===== config.mk =====
export PLATFORM = sky130hd
export DESIGN_NAME = sweep_controller
export DESIGN_NICKNAME = d
export VERILOG_FILES = /design/src/rtl/sweep_controller.sv
export SDC_FILE = /design/constraint.sdc
export NUM_CORES = 1
export LEC_CHECK = 0
export ABC_AREA = 1
export BUFFER_PORTS_ARGS = -buffer_cell sky130_fd_sc_hd__buf_2
export CAP_MARGIN = 20
export CORE_ASPECT_RATIO = 1.2
export CORE_UTILIZATION = 35
export DETAILED_ROUTE_END_ITERATION = 7
export PLACE_DENSITY_LB_ADDON = 0.25
export SYNTH_ARGS = -nofsm -noshare
export SYNTH_HDL_FRONTEND = slang
export SYNTH_SLANG_ARGS = --single-unit

===== constraint.sdc =====
create_clock -name clk -period 3.3 [get_ports clk]
set_input_delay 0.495 -clock clk [delete_from_list [all_inputs] [get_ports clk]]
set_output_delay 0.495 -clock clk [all_outputs]
set_load 0.01 [all_outputs]

===== src/rtl/sweep_controller.sv =====
// rtl/sweep_controller.sv - frequency-sweep sequencer driving a DDS phase-accumulator increment
//
// Purpose: steps phinc from f_start to f_stop in f_step increments. Each value is
// held for dwell+1 cycles. The sweep runs single-shot or repeats continuously.
// Optional build macro SWEEP_BIDIR_EN: the sweep reverses at each end (triangle)
// instead of restarting (sawtooth).
//
// Ports:
//   clk         in   system clock, rising edge
//   clrn        in   asynchronous active-low reset
//   start       in   begin sweep (sampled in IDLE only)
//   abort       in   stop sweep immediately (highest priority)
//   continuous  in   1 = repeat sweep indefinitely
//   f_start     in   [W-1:0]  first increment
//   f_stop      in   [W-1:0]  final increment
//   f_step      in   [W-1:0]  step magnitude (0 treated as 1)
//   dwell       in   [DW-1:0] extra cycles per value
//   phinc       out  [W-1:0]  registered increment to accumulator
//   busy        out  sweep in progress
//   done        out  1-cycle pulse at end of single-shot sweep
//   wrap        out  1-cycle pulse at each restart/reversal in continuous mode
module sweep_controller #(
   parameter int W  = 8,
   parameter int DW = 16
) (
   input  logic          clk,
   input  logic          clrn,
   input  logic          start,
   input  logic          abort,
   input  logic          continuous,
   input  logic [W-1:0]  f_start,
   input  logic [W-1:0]  f_stop,
   input  logic [W-1:0]  f_step,
   input  logic [DW-1:0] dwell,
   output logic [W-1:0]  phinc,
   output logic          busy,
   output logic          done,
   output logic          wrap
);

   typedef enum logic [1:0] {
      ST_IDLE = 2'd0,
      ST_RUN  = 2'd1,
      ST_DONE = 2'd2
   } state_t;

   state_t        state, state_n;
   logic [DW-1:0] cnt, cnt_n;
   logic [W-1:0]  phinc_n;
   logic          busy_n, done_n, wrap_n;
   logic          load;

   // Sweep parameters captured at start; live inputs are ignored until IDLE.
   logic [W-1:0]  s_start, s_stop, s_step;
   logic [DW-1:0] s_dwell;
   logic          s_cont;
   logic          s_up;

   // Endpoint and direction of the leg currently being swept.
   logic [W-1:0]  target;
   logic          up_now;

`ifdef SWEEP_BIDIR_EN
   // 0 = outbound leg (towards f_stop), 1 = return leg (towards f_start).
   logic          leg, leg_n;
`endif

   // Move one step from cur towards tgt. The sum is formed one bit wider, so a
   // wrap past 0 or past 2^W-1 is detected and clamped to the endpoint instead
   // of aliasing to a far-away frequency.
   function automatic logic [W-1:0] advance(input logic [W-1:0] cur,
                                            input logic [W-1:0] tgt,
                                            input logic [W-1:0] stp,
                                            input logic         up);
      logic [W:0] sum;
      if (up) begin
         sum = {1'b0, cur} + {1'b0, stp};
         advance = (sum >= {1'b0, tgt}) ? tgt : sum[W-1:0];
      end else begin
         sum = {1'b0, cur} - {1'b0, stp};
         advance = (sum[W] || (sum[W-1:0] <= tgt)) ? tgt : sum[W-1:0];
      end
   endfunction

   always_comb begin
      state_n = state;
      phinc_n = phinc;
      cnt_n   = cnt;
      done_n  = 1'b0;
      wrap_n  = 1'b0;
      load    = 1'b0;
`ifdef SWEEP_BIDIR_EN
      leg_n   = leg;
      target  = leg ? s_start : s_stop;
      up_now  = leg ? ~s_up : s_up;
`else
      target  = s_stop;
      up_now  = s_up;
`endif

      if (abort) begin
         state_n = ST_IDLE;
         phinc_n = '0;
         cnt_n   = '0;
      end else begin
         case (state)
            ST_IDLE: begin
               phinc_n = '0;
               if (start) begin
                  load    = 1'b1;
                  state_n = ST_RUN;
                  phinc_n = f_start;
                  cnt_n   = dwell;
`ifdef SWEEP_BIDIR_EN
                  leg_n   = 1'b0;
`endif
               end
            end

            ST_RUN: begin
               if (cnt != '0) begin
                  cnt_n = cnt - DW'(1);
               end else if (phinc != target) begin
                  phinc_n = advance(phinc, target, s_step, up_now);
                  cnt_n   = s_dwell;
               end else begin
                  // Terminal: the endpoint has been held for its full dwell.
`ifdef SWEEP_BIDIR_EN
                  if (!leg && (s_start != s_stop)) begin
                     leg_n   = 1'b1;
                     phinc_n = advance(phinc, s_start, s_step, ~s_up);
                     cnt_n   = s_dwell;
                     wrap_n  = s_cont;
                  end else if (s_cont) begin
                     leg_n   = 1'b0;
                     wrap_n  = 1'b1;
                     cnt_n   = s_dwell;
                     // Degenerate start==stop sweep just re-holds the same value.
                     phinc_n = (s_start != s_stop) ?
                               advance(phinc, s_stop, s_step, s_up) : s_start;
                  end else begin
                     state_n = ST_DONE;
                     phinc_n = '0;
                     cnt_n   = '0;
                     done_n  = 1'b1;
                  end
`else
                  if (s_cont) begin
                     phinc_n = s_start;
                     wrap_n  = 1'b1;
                     cnt_n   = s_dwell;
                  end else begin
                     state_n = ST_DONE;
                     phinc_n = '0;
                     cnt_n   = '0;
                     done_n  = 1'b1;
                  end
`endif
               end
            end

            ST_DONE: begin
               state_n = ST_IDLE;
               phinc_n = '0;
               cnt_n   = '0;
            end

            default: begin
               state_n = ST_IDLE;
               phinc_n = '0;
               cnt_n   = '0;
            end
         endcase
      end

      busy_n = (state_n == ST_RUN);
   end

   always_ff @(posedge clk or negedge clrn) begin
      if (!clrn) begin
         state   <= ST_IDLE;
         phinc   <= '0;
         cnt     <= '0;
         busy    <= 1'b0;
         done    <= 1'b0;
         wrap    <= 1'b0;
         s_start <= '0;
         s_stop  <= '0;
         s_step  <= '0;
         s_dwell <= '0;
         s_cont  <= 1'b0;
         s_up    <= 1'b0;
`ifdef SWEEP_BIDIR_EN
         leg     <= 1'b0;
`endif
      end else begin
         state <= state_n;
         phinc <= phinc_n;
         cnt   <= cnt_n;
         busy  <= busy_n;
         done  <= done_n;
         wrap  <= wrap_n;
`ifdef SWEEP_BIDIR_EN
         leg   <= leg_n;
`endif
         if (load) begin
            s_start <= f_start;
            s_stop  <= f_stop;
            s_step  <= (f_step == '0) ? W'(1) : f_step;
            s_dwell <= dwell;
            s_cont  <= continuous;
            s_up    <= (f_stop >= f_start);
         end
      end
   end

endmodule

==> metrics <==
largest net degree at the start of global routing 72; CP Max Fanout 8; global-route wire length before repair 26.77 mm; first-iteration detailed-routing DRC count 324; Hold Fails Final Rpt 0; Worst Path Required 3.52 ns; Syn-to-layout area delta 15.58%; DRC Markers 2; r2r endpoint phinc[5]; setup TNS 0 ns; largest area contributor in the netlist dfrtp_1; commonest cells after routing, fill and taps aside nand2_1 (292), inv_1 (82), dfrtp_1 (71); Initial Utilization 35.69%; via count 5223; Hold Path Class primary input to async pin; total track usage 21.56%; sequential cell area fraction in the yosys report 31.96%; reg2reg setup slack 0.21 ns; GRT overflow 0; Tot Pwr 5842 uW; antenna diode count 0; Finished Layout Cells 1077; cells after synthesis 808; ANT nets after route 0; IO Pins 56; Util after Layout 41.25%; CTS buffer count 9; worst slew pin tran 0.9330 ns; Reg-to-Reg Start phinc[0]; clk root buf clkbuf_16; Power per Cell Area 909.2 mW/mm2; CP arrival 3.32 ns; Yosys top cell area share 31.96%; Setup crit end kind flip-flop; syn nets 897; CTS tree built; fin area 0.006425 mm2; Die ar. 0.01639 mm2; clock latency at the later pin of the worst-skew pair 0.34 ns; peak supply drop 0.2777 mV; Post-synth top flop dfrtp_1; Clock Tree Buf Depth 2; status finished, violations left; Max Freq 323.3 MHz; First-pass DRT Iterations 6; wire length per cell 15.21 um; initial antenna violation count 0; drt total wl 16.38 mm; P_leak 0.003456 uW; CP Launch Type flip-flop; clk slew on worst S/H paths 0.05 ns; commonest non-fill, non-tap cell in the layout nand2_1; clock skew 0.006676 ns; die height 140.1 um; Die X-Extent 117.0 um; critical path class flip-flop to flip-flop; Post-Syn Area 0.005559 mm2; Post-synth EDFFs 0; Core Area 0.01558 mm2; layout cell share with drive strength beyond 1 17.38%; synth top area cells dfrtp_1 (32%), nand2_1 (20%), ha_1 (9.5%); number of max-cap violations 0; Fillers 1684; DP Cell Count 1061; Post-synth ARST share 100.0%; Period Utilization, post-route 93.72%; cell row count 50; Final setup viols 0; synthesized area per cell 6.880 um2; library cells used by synthesis 47; Synth Register Bits 71; Yosys warning count 0; Buffers on Ports 55; vias in the first global route 5157; unrepaired setup endpoints after global routing no; FF+latch area 0.001777 mm2; footprint of the multi-input gates 0.003332 mm2; failing checks DRC; hpwl dp 12.83 mm; Slew headroom 37.80%; crit path from phinc[0]; Placed Area 0.006061 mm2; H-tree Lvls 3; NumNets Final 953; r2r worst-path depth 22; Max Transition Viols Final 0; Final min period 3.093 ns; clk sinks 71; gpl congestion 0.9355; hold buffer count at cts 0; vias per std cell 4.850
## worst max-delay path by stage
| stage | to | depth (start not counted) |
|---|---|---|
| 4_1_cts | phinc[5] | 23 |
| 3_3_place_gp | phinc[5] | 23 |
| 6_report | phinc[5] | 22 |
| 2_1_floorplan | phinc[3] | 22 |
| 3_5_place_dp | phinc[5] | 23 |
| 5_1_grt | phinc[2] | 22 |
## cell families after synthesis
family          Yosys count  synth area share (%)
compound gates           99                 9.926
xor+xnor                 15                 2.363
fa+ha+maj                44                 10.17
buf+inv                 129                 9.768
flops                    71                 31.96
simple gates            450                 35.81
## critical path: stages, from the launching register on
cell and delay [ns]:
dfrtp_1 0.40, inv_1 0.11, ha_1 0.16, inv_1 0.07, fa_2 0.37, nand3_1 0.11
nand3_1 0.09, nand2_1 0.08, nand2_1 0.10, ha_1 0.29, nand2_1 0.10, nor2_4 0.19
nand2_2 0.11, nand2_4 0.10, nand3_4 0.11, nand2_1 0.08, nand3_1 0.08, nand2_1 0.09
nand2_1 0.05, nand3_1 0.08, nand2_1 0.07, nand2_1 0.08, nand2_1 0.06
## synthesized netlist by cell type, drive strengths merged (4+ instances only)
cell type and number:
o21ai 62, dfrtp 71, a21oi 19, ha 42, nand2 303, or2 6, nor2 49, o22ai 4
xor2 13, nand3 61, inv 102, buf 19, nor4 5, nand4 16, nor3 8, clkbuf 5
a22oi 7
## registers in the layout, summed over array words and instances (netlist names), 2 cells and up
name and cells:
cnt 16, s_start 8, s_dwell 16, s_step 8, s_stop 8, phinc 8, state 2
## power by group
group,switching [uW],internal [uW]
registers,244,1100
logic,2290,1300
clock network,363,544
total,2900,2950
## per-stage QoR
| stage | hold WS (ns) | setup slack [ns] |
|---|---|---|
| final | 0.2917 | 0.2073 |
| after global routing | 0.3716 | 0.006536 |
| after CTS | 0.3437 | 0.02867 |
| after detailed placement | 0.4506 | 0.02957 |
| after global placement | 0.4484 | 0.01596 |
| after floorplan | 0.1994 | 0.5137 |
## layer usage
layer / track usage, % / wire, um
met5: 0 / 0
met1: 26.23 / 6969
met3: 3.072 / 573
met4: 7.795 / 480
met2: 38.06 / 8359
## area by class of cell
type / count / share of cell area (%)
Clock buffer: 12 / 3.992
Sequential cell: 71 / 27.65
Multi-Input combinational cell: 608 / 51.86
Clock inverter: 4 / 0.3116
Timing Repair Buffer: 69 / 5.959
Tap cell: 208 / 4.051
Inverter: 105 / 6.173
## what timing repair did
item	CTS	global route
gates cloned	0	0
resized for setup	1	20
setup endpoints to repair	1	8
buffers inserted	0	0
Power figures use the tool's default switching activity.
